File: config.mk
export PLATFORM = sky130hd
export DESIGN_NAME = stopwatch_counter
export DESIGN_NICKNAME = d
export VERILOG_FILES = /design/src/rtl/stopwatch_counter.sv
export SDC_FILE = /design/constraint.sdc
export NUM_CORES = 1
export LEC_CHECK = 0
export ABC_AREA = 1
export BUFFER_PORTS_ARGS = -buffer_cell sky130_fd_sc_hd__clkbuf_2
export CORE_ASPECT_RATIO = 0.8
export CORE_UTILIZATION = 52
export CTS_BUF_LIST = sky130_fd_sc_hd__clkbuf_8
export DETAILED_ROUTE_END_ITERATION = 7
export GPL_TIMING_DRIVEN = 0
export PLACE_DENSITY = 0.77
export SKIP_LAST_GASP = 1
export SLEW_MARGIN = 40
export SYNTH_ARGS = -nofsm -noshare
export SYNTH_HDL_FRONTEND = slang
export SYNTH_SLANG_ARGS = --single-unit
File: constraint.sdc
create_clock -name clk5 -period 1.3 [get_ports clk5]
set_input_delay 0.26 -clock clk5 [delete_from_list [all_inputs] [get_ports clk5]]
set_output_delay 0.26 -clock clk5 [all_outputs]
set_load 0.01 [all_outputs]
File: src/rtl/stopwatch_counter.sv
// Run/pause/clear BCD stopwatch (0:00.0 .. 9:59.9) advanced by a 10 Hz strobe.
// Optional lap display freeze is compiled in with `define STOPWATCH_LAP_HOLD_EN.
module stopwatch_counter #(
  parameter bit WRAP = 1'b1
) (
  input  logic       clk5,
  input  logic       reset,
  input  logic       pulse10Hz,
  input  logic       startStop,
  input  logic       clear,
`ifdef STOPWATCH_LAP_HOLD_EN
  input  logic       lap,
`endif
  output logic [3:0] tenths,
  output logic [3:0] secOnes,
  output logic [3:0] secTens,
  output logic [3:0] minOnes,
  output logic       running,
  output logic       overflow
);

  typedef enum logic [1:0] {IDLE, RUNNING, PAUSED, FULL} state_t;

  state_t     state_reg;
  logic [3:0] t_reg, so_reg, st_reg, mo_reg;
  logic [3:0] t_inc, so_inc, st_inc, mo_inc;
  logic [3:0] t_next, so_next, st_next, mo_next;
  logic       terminal, saturate, count_advance, count_zero;

  // Ripple BCD increment; at 9:59.9 every digit rolls to zero.
  always_comb begin
    t_inc  = t_reg;
    so_inc = so_reg;
    st_inc = st_reg;
    mo_inc = mo_reg;
    if (t_reg != 4'd9) begin
      t_inc = t_reg + 4'd1;
    end else begin
      t_inc = 4'd0;
      if (so_reg != 4'd9) begin
        so_inc = so_reg + 4'd1;
      end else begin
        so_inc = 4'd0;
        if (st_reg != 4'd5) begin
          st_inc = st_reg + 4'd1;
        end else begin
          st_inc = 4'd0;
          mo_inc = (mo_reg != 4'd9) ? mo_reg + 4'd1 : 4'd0;
        end
      end
    end
  end

  always_comb begin
    terminal      = (t_reg == 4'd9) && (so_reg == 4'd9) && (st_reg == 4'd5) && (mo_reg == 4'd9);
    saturate      = (state_reg == RUNNING) && pulse10Hz && terminal && !WRAP;
    count_advance = (state_reg == RUNNING) && pulse10Hz && !saturate;
    count_zero    = ((state_reg == PAUSED) || (state_reg == FULL)) && clear;
    t_next  = t_reg;
    so_next = so_reg;
    st_next = st_reg;
    mo_next = mo_reg;
    if (count_zero) begin
      t_next  = 4'd0;
      so_next = 4'd0;
      st_next = 4'd0;
      mo_next = 4'd0;
    end else if (count_advance) begin
      t_next  = t_inc;
      so_next = so_inc;
      st_next = st_inc;
      mo_next = mo_inc;
    end
  end

  always_ff @(posedge clk5) begin
    if (reset) begin
      state_reg <= IDLE;
      t_reg     <= 4'd0;
      so_reg    <= 4'd0;
      st_reg    <= 4'd0;
      mo_reg    <= 4'd0;
      running   <= 1'b0;
      overflow  <= 1'b0;
    end else begin
      t_reg    <= t_next;
      so_reg   <= so_next;
      st_reg   <= st_next;
      mo_reg   <= mo_next;
      overflow <= 1'b0;
      case (state_reg)
        IDLE: begin
          if (startStop) begin
            state_reg <= RUNNING;
            running   <= 1'b1;
          end
        end
        RUNNING: begin
          if (saturate) begin
            state_reg <= FULL;
            running   <= 1'b0;
            overflow  <= 1'b1;
          end else begin
            // Wrap pulse is issued even when a pause lands on the same strobe.
            if (pulse10Hz && terminal) overflow <= 1'b1;
            if (startStop) begin
              state_reg <= PAUSED;
              running   <= 1'b0;
            end
          end
        end
        PAUSED: begin
          if (clear) begin
            state_reg <= IDLE;
          end else if (startStop) begin
            state_reg <= RUNNING;
            running   <= 1'b1;
          end
        end
        FULL: begin
          if (clear) state_reg <= IDLE;
          else       overflow  <= 1'b1;
        end
        default: begin
          state_reg <= IDLE;
          running   <= 1'b0;
        end
      endcase
    end
  end

`ifdef STOPWATCH_LAP_HOLD_EN
  logic       frozen_reg, frozen_next, leave_running;
  logic [3:0] disp_t_reg, disp_so_reg, disp_st_reg, disp_mo_reg;

  always_comb begin
    leave_running = (state_reg == RUNNING) && (startStop || saturate);
    frozen_next   = 1'b0;
    if ((state_reg == RUNNING) && !leave_running) frozen_next = frozen_reg ^ lap;
  end

  // Display registers: snapshot on freeze, hold while frozen, else track the live count.
  always_ff @(posedge clk5) begin
    if (reset) begin
      frozen_reg  <= 1'b0;
      disp_t_reg  <= 4'd0;
      disp_so_reg <= 4'd0;
      disp_st_reg <= 4'd0;
      disp_mo_reg <= 4'd0;
    end else begin
      frozen_reg <= frozen_next;
      if (frozen_next && !frozen_reg) begin
        disp_t_reg  <= t_reg;
        disp_so_reg <= so_reg;
        disp_st_reg <= st_reg;
        disp_mo_reg <= mo_reg;
      end else if (!frozen_next) begin
        disp_t_reg  <= t_next;
        disp_so_reg <= so_next;
        disp_st_reg <= st_next;
        disp_mo_reg <= mo_next;
      end
    end
  end

  assign tenths  = disp_t_reg;
  assign secOnes = disp_so_reg;
  assign secTens = disp_st_reg;
  assign minOnes = disp_mo_reg;
`else
  assign tenths  = t_reg;
  assign secOnes = so_reg;
  assign secTens = st_reg;
  assign minOnes = mo_reg;
`endif

endmodule

==> results of run 1 <==
-- cell type report --
class	instances	area (sq um)
fillers	188	624
multi-input cells	122	578
flip-flops and latches	20	403
repair buffers	22	110
inverters	23	86.3
clock buffers	4	55.1
well taps	24	30.0
plain buffers	1	5.00
-- cells in the final DEF (no fill, tap or decap) --
cell type  count
a211oi_1       2
a21oi_1       13
clkbuf_2      23
clkbuf_8       4
dfxtp_1       18
dfxtp_2        2
inv_1         18
inv_2          5
nand2_1       49
nand2_2        1
nand2_4        1
nand3_1       10
nand3_4        1
nand4_1        2
nor2_1        22
nor2_2         2
nor2_4         4
nor3_1         5
o21ai_0        8
o21ai_1        1
or2_2          1
-- stage by stage --
step | power (mW) | utilization [%] | instance area (sq um) | hold WS [ns] | setup slack (ns)
2_1_floorplan | 0.692 | - | 1060 | 0.329 | 0.158
3_3_place_gp | 0.715 | 63.2 | 1200 | 0.448 | 0.0808
3_5_place_dp | 0.718 | 63.2 | 1200 | 0.450 | 0.0779
4_1_cts | 1.19 | 66.1 | 1250 | 0.187 | 0.0497
5_1_grt | 1.23 | 67.0 | 1270 | 0.193 | 0.0104
6_report | 1.17 | 67.0 | 1270 | 0.193 | 0.0823
-- power by group through the flow --
| stage | Combinational [mW] | Clock (mW) | Sequential (mW) |
|---|---|---|---|
| after detailed placement | 0.0697 | 0 | 0.648 |
| after floorplan | 0.0427 | 0 | 0.650 |
| after CTS | 0.0698 | 0.483 | 0.634 |
| final | 0.0715 | 0.468 | 0.634 |
| after global placement | 0.0677 | 0 | 0.648 |
| after global routing | 0.0803 | 0.515 | 0.636 |
-- per-layer routing --
layer | track usage (%) | up-vias | routed length (microns)
met5 | 0 | - | 0
met4 | 5.79 | 0 | 12
met3 | 6.52 | 2 | 95
met2 | 36.5 | 20 | 992
met1 | 26.9 | 457 | 1030
li1 | - | 577 | -
-- path summary, 6_finish.rpt --
path	endpoint	from
max	minOnes[0]	state_reg[0]
min	overflow	reset
max reg2reg	minOnes[0]	state_reg[0]
min reg2reg	running	running
-- worst reg2reg max path, cell delays in order (launching register included) --
cell,delay (ns)
dfxtp_1,0.44
nand3_4,0.16
inv_2,0.13
nand2_4,0.09
nor2_2,0.13
nand2_1,0.06
nand2_1,0.06
nor2_1,0.04
-- kinds of logic after synthesis --
kind of cell | Yosys count
AO/OA/AOI/OAI | 24
flip-flops | 20
AND/OR/NAND/NOR | 98
buffers and inverters | 24
-- repair_timing --
action,4_1_cts,5_1_grt
gates resized for setup,0,7
endpoints found under the hold margin,0,0
endpoints found under the setup margin,0,9
hold buffers,0,0
==> metrics.txt, run 1 <==
Die H=42.3 microns; switching portion of total power=21.9%; gr ovfl total=0; CP Launch Type=flop; cell with the most instances after synthesis=nand2_1; clk_lat worst skew=0.26 ns; Pre-antenna DRT Iters=4; PD cells=926 nW/um^2; final setup fails=0; clock share of power=between 30% and 40%; largest net degree at the start of global routing=12; drt via density=roughly 4.9; clk slew on worst S/H paths=0.07 ns; DRC=0; commonest cells in the synthesized netlist=49 x nand2_1, 23 x nor2_1, 20 x dfxtp_1; CTS Root Cell=clkbuf_8; Die X=roughly 52 microns; Top cell by count, worst path=nand2_1; Initial Util=55.8%; clk buf depth=2; antenna cell count=0; switching power=0.257 mW; placed cells=212; post-synthesis mux area share=0%; Worst Path Required=1.46 ns; Rows=14; Synth Area in Adders=0%; worst vdd rail ir drop=around 0.60 mV; DR vias=approximately 1100; die area=2220 sq um; minimum clock period=1.22 ns; CORE AREA=1890 sq um; Avg WL per Cell=9.86 microns; max cap viols=0; Crit-path slowest cell=dfxtp_1; NumNets Final=roughly 200; Clock Sinks=20; Num CTS Buffers=3; Cell variety after synth=19; Int Power=0.917 mW; Slew @ Worst Pin=0.296 ns; fin crit share=93.7%; share of cells above drive strength 1=22.9%; CTS tree=yes; main combinational cell family by area after synthesis=simple AND/OR/NAND/NOR gates; Detail Route Antenna Nets=0; Seq/Total Area, Yosys=37.9%; status=finished, final reports clean; crit path max fanout=8; non-filler cells, final=216; cell family with most CP delay=simple AND/OR/NAND/NOR gates; first-pass GRT wire length=3590 microns; Synth Instances=roughly 170; critical path type=flop to flop; IO Pins=23; Levels on crit path=7; total negative slack=0 ns; Worst R2R Path Depth=7; Area Growth Syn to Fin=20.0%; Final Max Slew Viols=0; critical path arrival=1.37 ns; Post-synth EDFFs=0; Hold Crit Class=input port to flop; post-detail-place hpwl=1660 microns; Post-Syn Nets=171; Port-buffer cells=22; cells along the critical path=nand3_4 -> inv_2 -> nand2_4 -> nor2_2 -> nand2_1 -> nand2_1 -> nor2_1; Final GP Congestion=0.843; cell depth of the worst hold path=2; logic gate share of total power=6.1%; FFs w/ async S/R, synth=0%; Seq pwr share=between 50% and 60%; # H-tree levels=1; Critical Path Sink Type=flop; synth top area cells=dfxtp_1 38%, nand2_1 17%, nor2_1 8.2%, inv_1 6.4%, a21oi_1 6.2%; overall routed net length=about 2100 microns; Synth Area in Compound Gates=11.8%; Post-synth top flop=dfxtp_1; Post-Synth XOR/XNOR Area=0%; Clock Skew=0.00356 ns; CP max stage delay=roughly 0.44 ns; Final Hold Fails=0; initial antenna violation count=0; RSZ-0062 raised after global routing=no; cell area after synthesis=1060 sq um; Slew headroom=80.1%; reg2reg setup slack=0.08 ns; # Post-CTS Setup Buffers=0; vias in the first global route=883; Synthesis Warnings=0; area leader, netlist=dfxtp_1; WP buf/inv=1; Pleak=0.530 nW; Fmax=0.821 GHz; Synth Area in Simple Gates=41.7%; GRT Util Overall=around 22%; post-synthesis register bit count=20; average size of a mapped cell=6.36 sq um; Synth top area share=37.9%; Initial DRC Count=23
Note: power is estimated with default switching activity, not from simulation.
==> inputs of run 2 (changes only) <==
==> constraint.sdc (replaced) <==
create_clock -name clk5 -period 1.3 [get_ports clk5]
set_input_delay 0.39 -clock clk5 [delete_from_list [all_inputs] [get_ports clk5]]
set_output_delay 0.39 -clock clk5 [all_outputs]
set_load 0.01 [all_outputs]
==> run 2 against run 1 <==
Hold slack better by 0.13 ns. Sequential share of layout area is 0.13 points higher. Final area is 0.20% higher. Core utilization is 0.13 points higher. Flip-flop and latch count stayed put. Non-clock buffer count stayed put. Total power is 0.14% higher. Sequential power hardly changed. Register-to-register slack hardly changed. Count of clock-buffer cells in the layout stayed put. Critical path type is now flop to output pin. Largest cell class unchanged.
==> metrics.txt, run 2 (synthesis gave the netlist of run 1 again) <==
vias in the first global route=883 (unchanged); CP max stage delay=0.43 ns (about the same); critical register-to-register path startpoint=state_reg[0]; total negative slack=0 ns (unchanged); critical path arrival=0.85 ns (-0.52 ns); first-pass GRT wire length=3590 microns (unchanged); worst slack, placed=-0.0381 ns (-0.116 ns); Num CTS Buffers=3 (unchanged); M3 GR Usage=6.52% (unchanged); status=finished, final reports clean; cells along the critical path=clkbuf_2; Avg WL per Cell=9.98 microns (+1.2%); die area=2220 sq um (unchanged); Initial Util=55.8% (unchanged); fin crit share=95.6% (+1.9 points); fin util=67.1% (+0.13 points); initial antenna violation count=0 (unchanged); placed cells=212 (unchanged); Final GP Congestion=0.843 (unchanged); clk slew on worst S/H paths=0.07 ns (about the same); CTS tree=yes; IO Pins=23 (unchanged); post_cts resized=0 (unchanged); crit path max fanout=7 (-1); Die X=52.4 microns (unchanged); clk_lat worst skew=0.26 ns (about the same); clk buf depth=2 (unchanged); post-detail-place hpwl=1660 microns (unchanged); critical path type=flop to output pin; share of cells above drive strength 1=24.0% (+1.0 points); Detail Route Antenna Nets=0 (unchanged); worst vdd rail ir drop=0.598 mV (about the same); CTS Root Cell=clkbuf_8; antenna cell count=0 (unchanged); final instance area=1270 sq um (+0.20%); cell depth of the worst hold path=2 (unchanged); Pre-antenna DRT Iters=4 (unchanged); Worst Path Required=0.91 ns (-0.55 ns); GRT Util Overall=21.8% (unchanged); Clock Sinks=20 (unchanged); overall routed net length=2160 microns (+1.2%); Final Hold Fails=0 (unchanged); hold_buf cts=0 (unchanged); CORE AREA=1890 sq um (unchanged); Initial DRC Count=23 (unchanged); Slew @ Worst Pin=0.301 ns (+0.00492 ns); largest net degree at the start of global routing=12 (unchanged); max cap viols=0 (unchanged); Die H=42.3 microns (unchanged); final setup fails=0 (unchanged); met2 Use GR=36.5% (unchanged); reg2reg setup slack=0.08 ns (about the same); Port-buffer cells=22 (unchanged); Rows=14 (unchanged); cell family with most CP delay=flip-flops; Area Growth Syn to Fin=20.3%; hold_ws=0.322 ns (+0.129 ns); HP Start=reset; gr ovfl total=0 (unchanged); Critical Path Sink Type=output pin; DR vias=1069 (+1.2%); NumNets Final=198 (unchanged); Clock Skew=0.00389 ns (+0.000329 ns); Slew headroom=79.8% (-0.33 points); commonest non-fill, non-tap cell in the layout=nand2_1; RSZ-0062 raised after global routing=no; drt via density=4.95 (+1.2%); Final Max Slew Viols=0 (unchanged); CP Launch Type=flop; DRC=0 (unchanged); total power=1.18 mW (+0.14%); # H-tree levels=1 (unchanged); Fmax=0.805 GHz (-2.0%); Hold Path End=overflow; Crit-path slowest cell=dfxtp_1; Worst R2R Path Depth=7 (unchanged); Pleak=0.531 nW (+0.20%); WP buf/inv=1 (unchanged); final-layout fill cell count=186 (-1.1%); # Post-CTS Setup Buffers=0 (unchanged); commonest non-fill, non-tap cells in the layout=49 x nand2_1, 23 x clkbuf_2, 22 x nor2_1, 18 x inv_1, 16 x dfxtp_1; non-filler cells, final=216 (unchanged); DP Area=1200 sq um (unchanged); Hold Crit Class=input port to flop; minimum clock period=1.24 ns (+0.0250 ns); worst setup margin=0.0574 ns (-0.0250 ns); gr busiest metal=met2; met1 GRT Util=26.9% (unchanged); PD cells=926 nW/um^2 (about the same); reg2reg end=minOnes[0]
run 2: area by class of cell:
class	count	area, sq um	share of cell area (%)
buffer	1	5.00	0.394
clock buffer	4	55.1	4.33
inverter	23	86.3	6.80
multi-input combinational	122	578	45.5
sequential	20	405	31.9
tap	24	30.0	2.36
timing repair buffer	22	110	8.67
run 2: layer usage:
metal,up-vias,part of all wire (%)
li1,576,-
met1,463,48
met2,26,46
met3,4,5.3
met4,0,0.84
met5,-,0
run 2: report_power, final:
part           total (mW)  internal, mW  switching, mW
registers           0.634         0.623         0.0110
logic              0.0718        0.0244         0.0473
clock network       0.470         0.269          0.200
total                1.18         0.917          0.259
run 2: how the worst max path moves through the flow:
stage / depth (start not counted) / startpoint / end
after floorplan: 7 / secTens[2] / minOnes[3]
after global placement: 5 / clear / tenths[1]
after detailed placement: 5 / clear / tenths[1]
after CTS: 1 / minOnes[1] / minOnes[1]
after global routing: 1 / minOnes[0] / minOnes[0]
final: 1 / minOnes[0] / minOnes[0]
==> inputs of run 3 (changes only) <==
--- a/config.mk
+++ b/config.mk
@@ -8,11 +8,11 @@
 export ABC_AREA = 1
 export BUFFER_PORTS_ARGS = -buffer_cell sky130_fd_sc_hd__clkbuf_2
 export CORE_ASPECT_RATIO = 0.8
-export CORE_UTILIZATION = 52
+export CORE_UTILIZATION = 45
 export CTS_BUF_LIST = sky130_fd_sc_hd__clkbuf_8
 export DETAILED_ROUTE_END_ITERATION = 7
 export GPL_TIMING_DRIVEN = 0
-export PLACE_DENSITY = 0.77
+export PLACE_DENSITY = 0.78
 export SKIP_LAST_GASP = 1
 export SLEW_MARGIN = 40
 export SYNTH_ARGS = -nofsm -noshare
==> run 3 against run 2 <==
Count of clock-buffer cells in the layout fell by 1. Clock power rose by 34%. Clock skew barely moved.
==> metrics.txt, run 3 (synthesis gave the netlist of run 1 again) <==
cells along the critical path=clkbuf_2; status=finished, final reports clean; Fmax=0.810 GHz (+0.66%); Final Hold Fails=0 (unchanged); Crit-path slowest cell=dfxtp_1; worst vdd rail ir drop=0.906 mV (+51%); Die H=45.3 microns (+7.2%); commonest non-fill, non-tap cells in the layout=48 x nand2_1, 23 x clkbuf_2, 22 x nor2_1, 18 x inv_1; Initial DRC Count=38 (+65%); DRC=0 (unchanged); fin crit share=95.0% (-0.63 points); CP max stage delay=0.42 ns (about the same); Pre-antenna DRT Iters=4 (unchanged); final setup fails=0 (unchanged); clk_lat worst skew=0.26 ns (about the same); Port-buffer cells=22 (unchanged); die area=2550 sq um (+15%); Critical Path Sink Type=output pin; Slew headroom=83.3% (+3.5 points); # Post-CTS Setup Buffers=0 (unchanged); NumNets Final=198 (unchanged); cell family with most CP delay=flip-flops; CORE AREA=2180 sq um (+15%); largest net degree at the start of global routing=13 (+1); Final Max Slew Viols=0 (unchanged); Detail Route met2 WL=1060 microns (+7.2%); Num CTS Buffers=3 (unchanged); gr ovfl total=0 (unchanged); switching power=0.276 mW (+6.6%); Slew @ Worst Pin=0.249 ns (-0.0515 ns); highest metal used=met4; drt via density=5.04 (+1.9%); CTS tree=yes; hold_buf cts=0 (unchanged); initial antenna violation count=0 (unchanged); post-detail-place hpwl=1680 microns (+0.89%); Detail Route Antenna Nets=0 (unchanged); clock share of power=47.2% (+7.3 points); Area Growth Syn to Fin=22.5%; commonest non-fill, non-tap cell in the layout=nand2_1; switching portion of total power=20.7% (-1.3 points); M1 WL=1040 microns (+0.19%); critical path arrival=0.84 ns (about the same); Hold Crit Class=input port to flop; antenna cell count=0 (unchanged); GRT Util Overall=18.7% (-3.1 points); routed wl met3=119 microns (+4.4%); final-layout fill cell count=212 (+14%); clk buf depth=2 (unchanged); max cap viols=0 (unchanged); final instance area=1290 sq um (+1.9%); # H-tree levels=1 (unchanged); vias in the first global route=882 (-0.11%); share of cells above drive strength 1=26.0% (+2.1 points); first-pass GRT wire length=3670 microns (+2.3%); Pleak=0.541 nW (+1.8%); Final GP Congestion=0.753 (-11%); WP buf/inv=1 (unchanged); CTS Root Cell=clkbuf_8; DP Area=1200 sq um (+0.10%); Avg WL per Cell=10.3 microns (+2.9%); DR vias=1094 (+2.3%); Die X=56.2 microns (+7.2%); Clock Sinks=20 (unchanged); CP Launch Type=flop; minimum clock period=1.23 ns (-0.00820 ns); Int Power=1.06 mW (+15%); critical path type=flop to output pin; clk slew on worst S/H paths=0.08 ns (about the same); overall routed net length=2230 microns (+3.3%); PD cells=1030 nW/um^2 (+11%); Initial Util=48.5% (-7.3 points); logic gate share of total power=5.3% (-0.8 points); hold_ws=0.317 ns (-0.00501 ns); Clock Skew=0.00432 ns (+0.000425 ns); Seq pwr share=47.5% (-6.4 points); crit path max fanout=5 (-2); Rows=15 (+1); IO Pins=23 (unchanged); Worst Path Required=0.91 ns (about the same)
-- run 3: power groups by stage --
stage                     combinational [mW]  sequential, mW  clock (mW)
final                                 0.0704           0.634       0.630
after detailed placement              0.0690           0.648           0
after global routing                  0.0790           0.635       0.672
after CTS                             0.0692           0.634       0.640
after floorplan                       0.0427           0.650           0
after global placement                0.0677           0.648           0
-- run 3: path summary, 6_finish.rpt --
kind / slack (ns) / start / to / cells after the start
max reg2reg: 0.09 / secOnes[3] / minOnes[3] / 7
min reg2reg: 0.46 / running / running / 2
max: 0.07 / tenths[2] / tenths[2] / 1
min: 0.32 / reset / overflow / 2
-- run 3: timing repair --
item / in CTS / in global routing
endpoints found under the setup margin: 2 / 15
resized for setup: 2 / 11
pin swaps: 0 / 0
gates cloned: 0 / 0
-- run 3: area by class of cell --
class / instances / area [sq um] / share of cell area [%]
clock buffer: 3 / 41.3 / 3.19
clock inverter: 1 / 30.0 / 2.32
buffer: 1 / 5.00 / 0.387
sequential: 20 / 409 / 31.6
inverter: 23 / 86.3 / 6.67
timing repair buffer: 22 / 110 / 8.51
tap: 25 / 31.3 / 2.42
multi-input combinational: 122 / 581 / 44.9
-- run 3: per-stage QoR --
| step | utilization [%] | power [mW] | setup TNS [ns] | instances | setup slack [ns] |
|---|---|---|---|---|---|
| floorplan | - | 0.692 | 0 | 166 | 0.158 |
| global placement | 55.0 | 0.716 | -0.0183 | 213 | -0.0183 |
| detailed placement | 55.0 | 0.717 | -0.0568 | 213 | -0.0331 |
| CTS | 58.4 | 1.34 | 0 | 217 | 0.0135 |
| global route | 59.4 | 1.39 | -0.00444 | 217 | -0.00444 |
| finish | 59.4 | 1.33 | 0 | 217 | 0.0656 |
-- run 3: per-layer routing --
metal | vias to the layer above | GRT usage [%]
met4 | 0 | 4.88
met3 | 2 | 6.59
met2 | 23 | 32.9
li1 | 575 | -
met1 | 494 | 22.3
met5 | - | 0
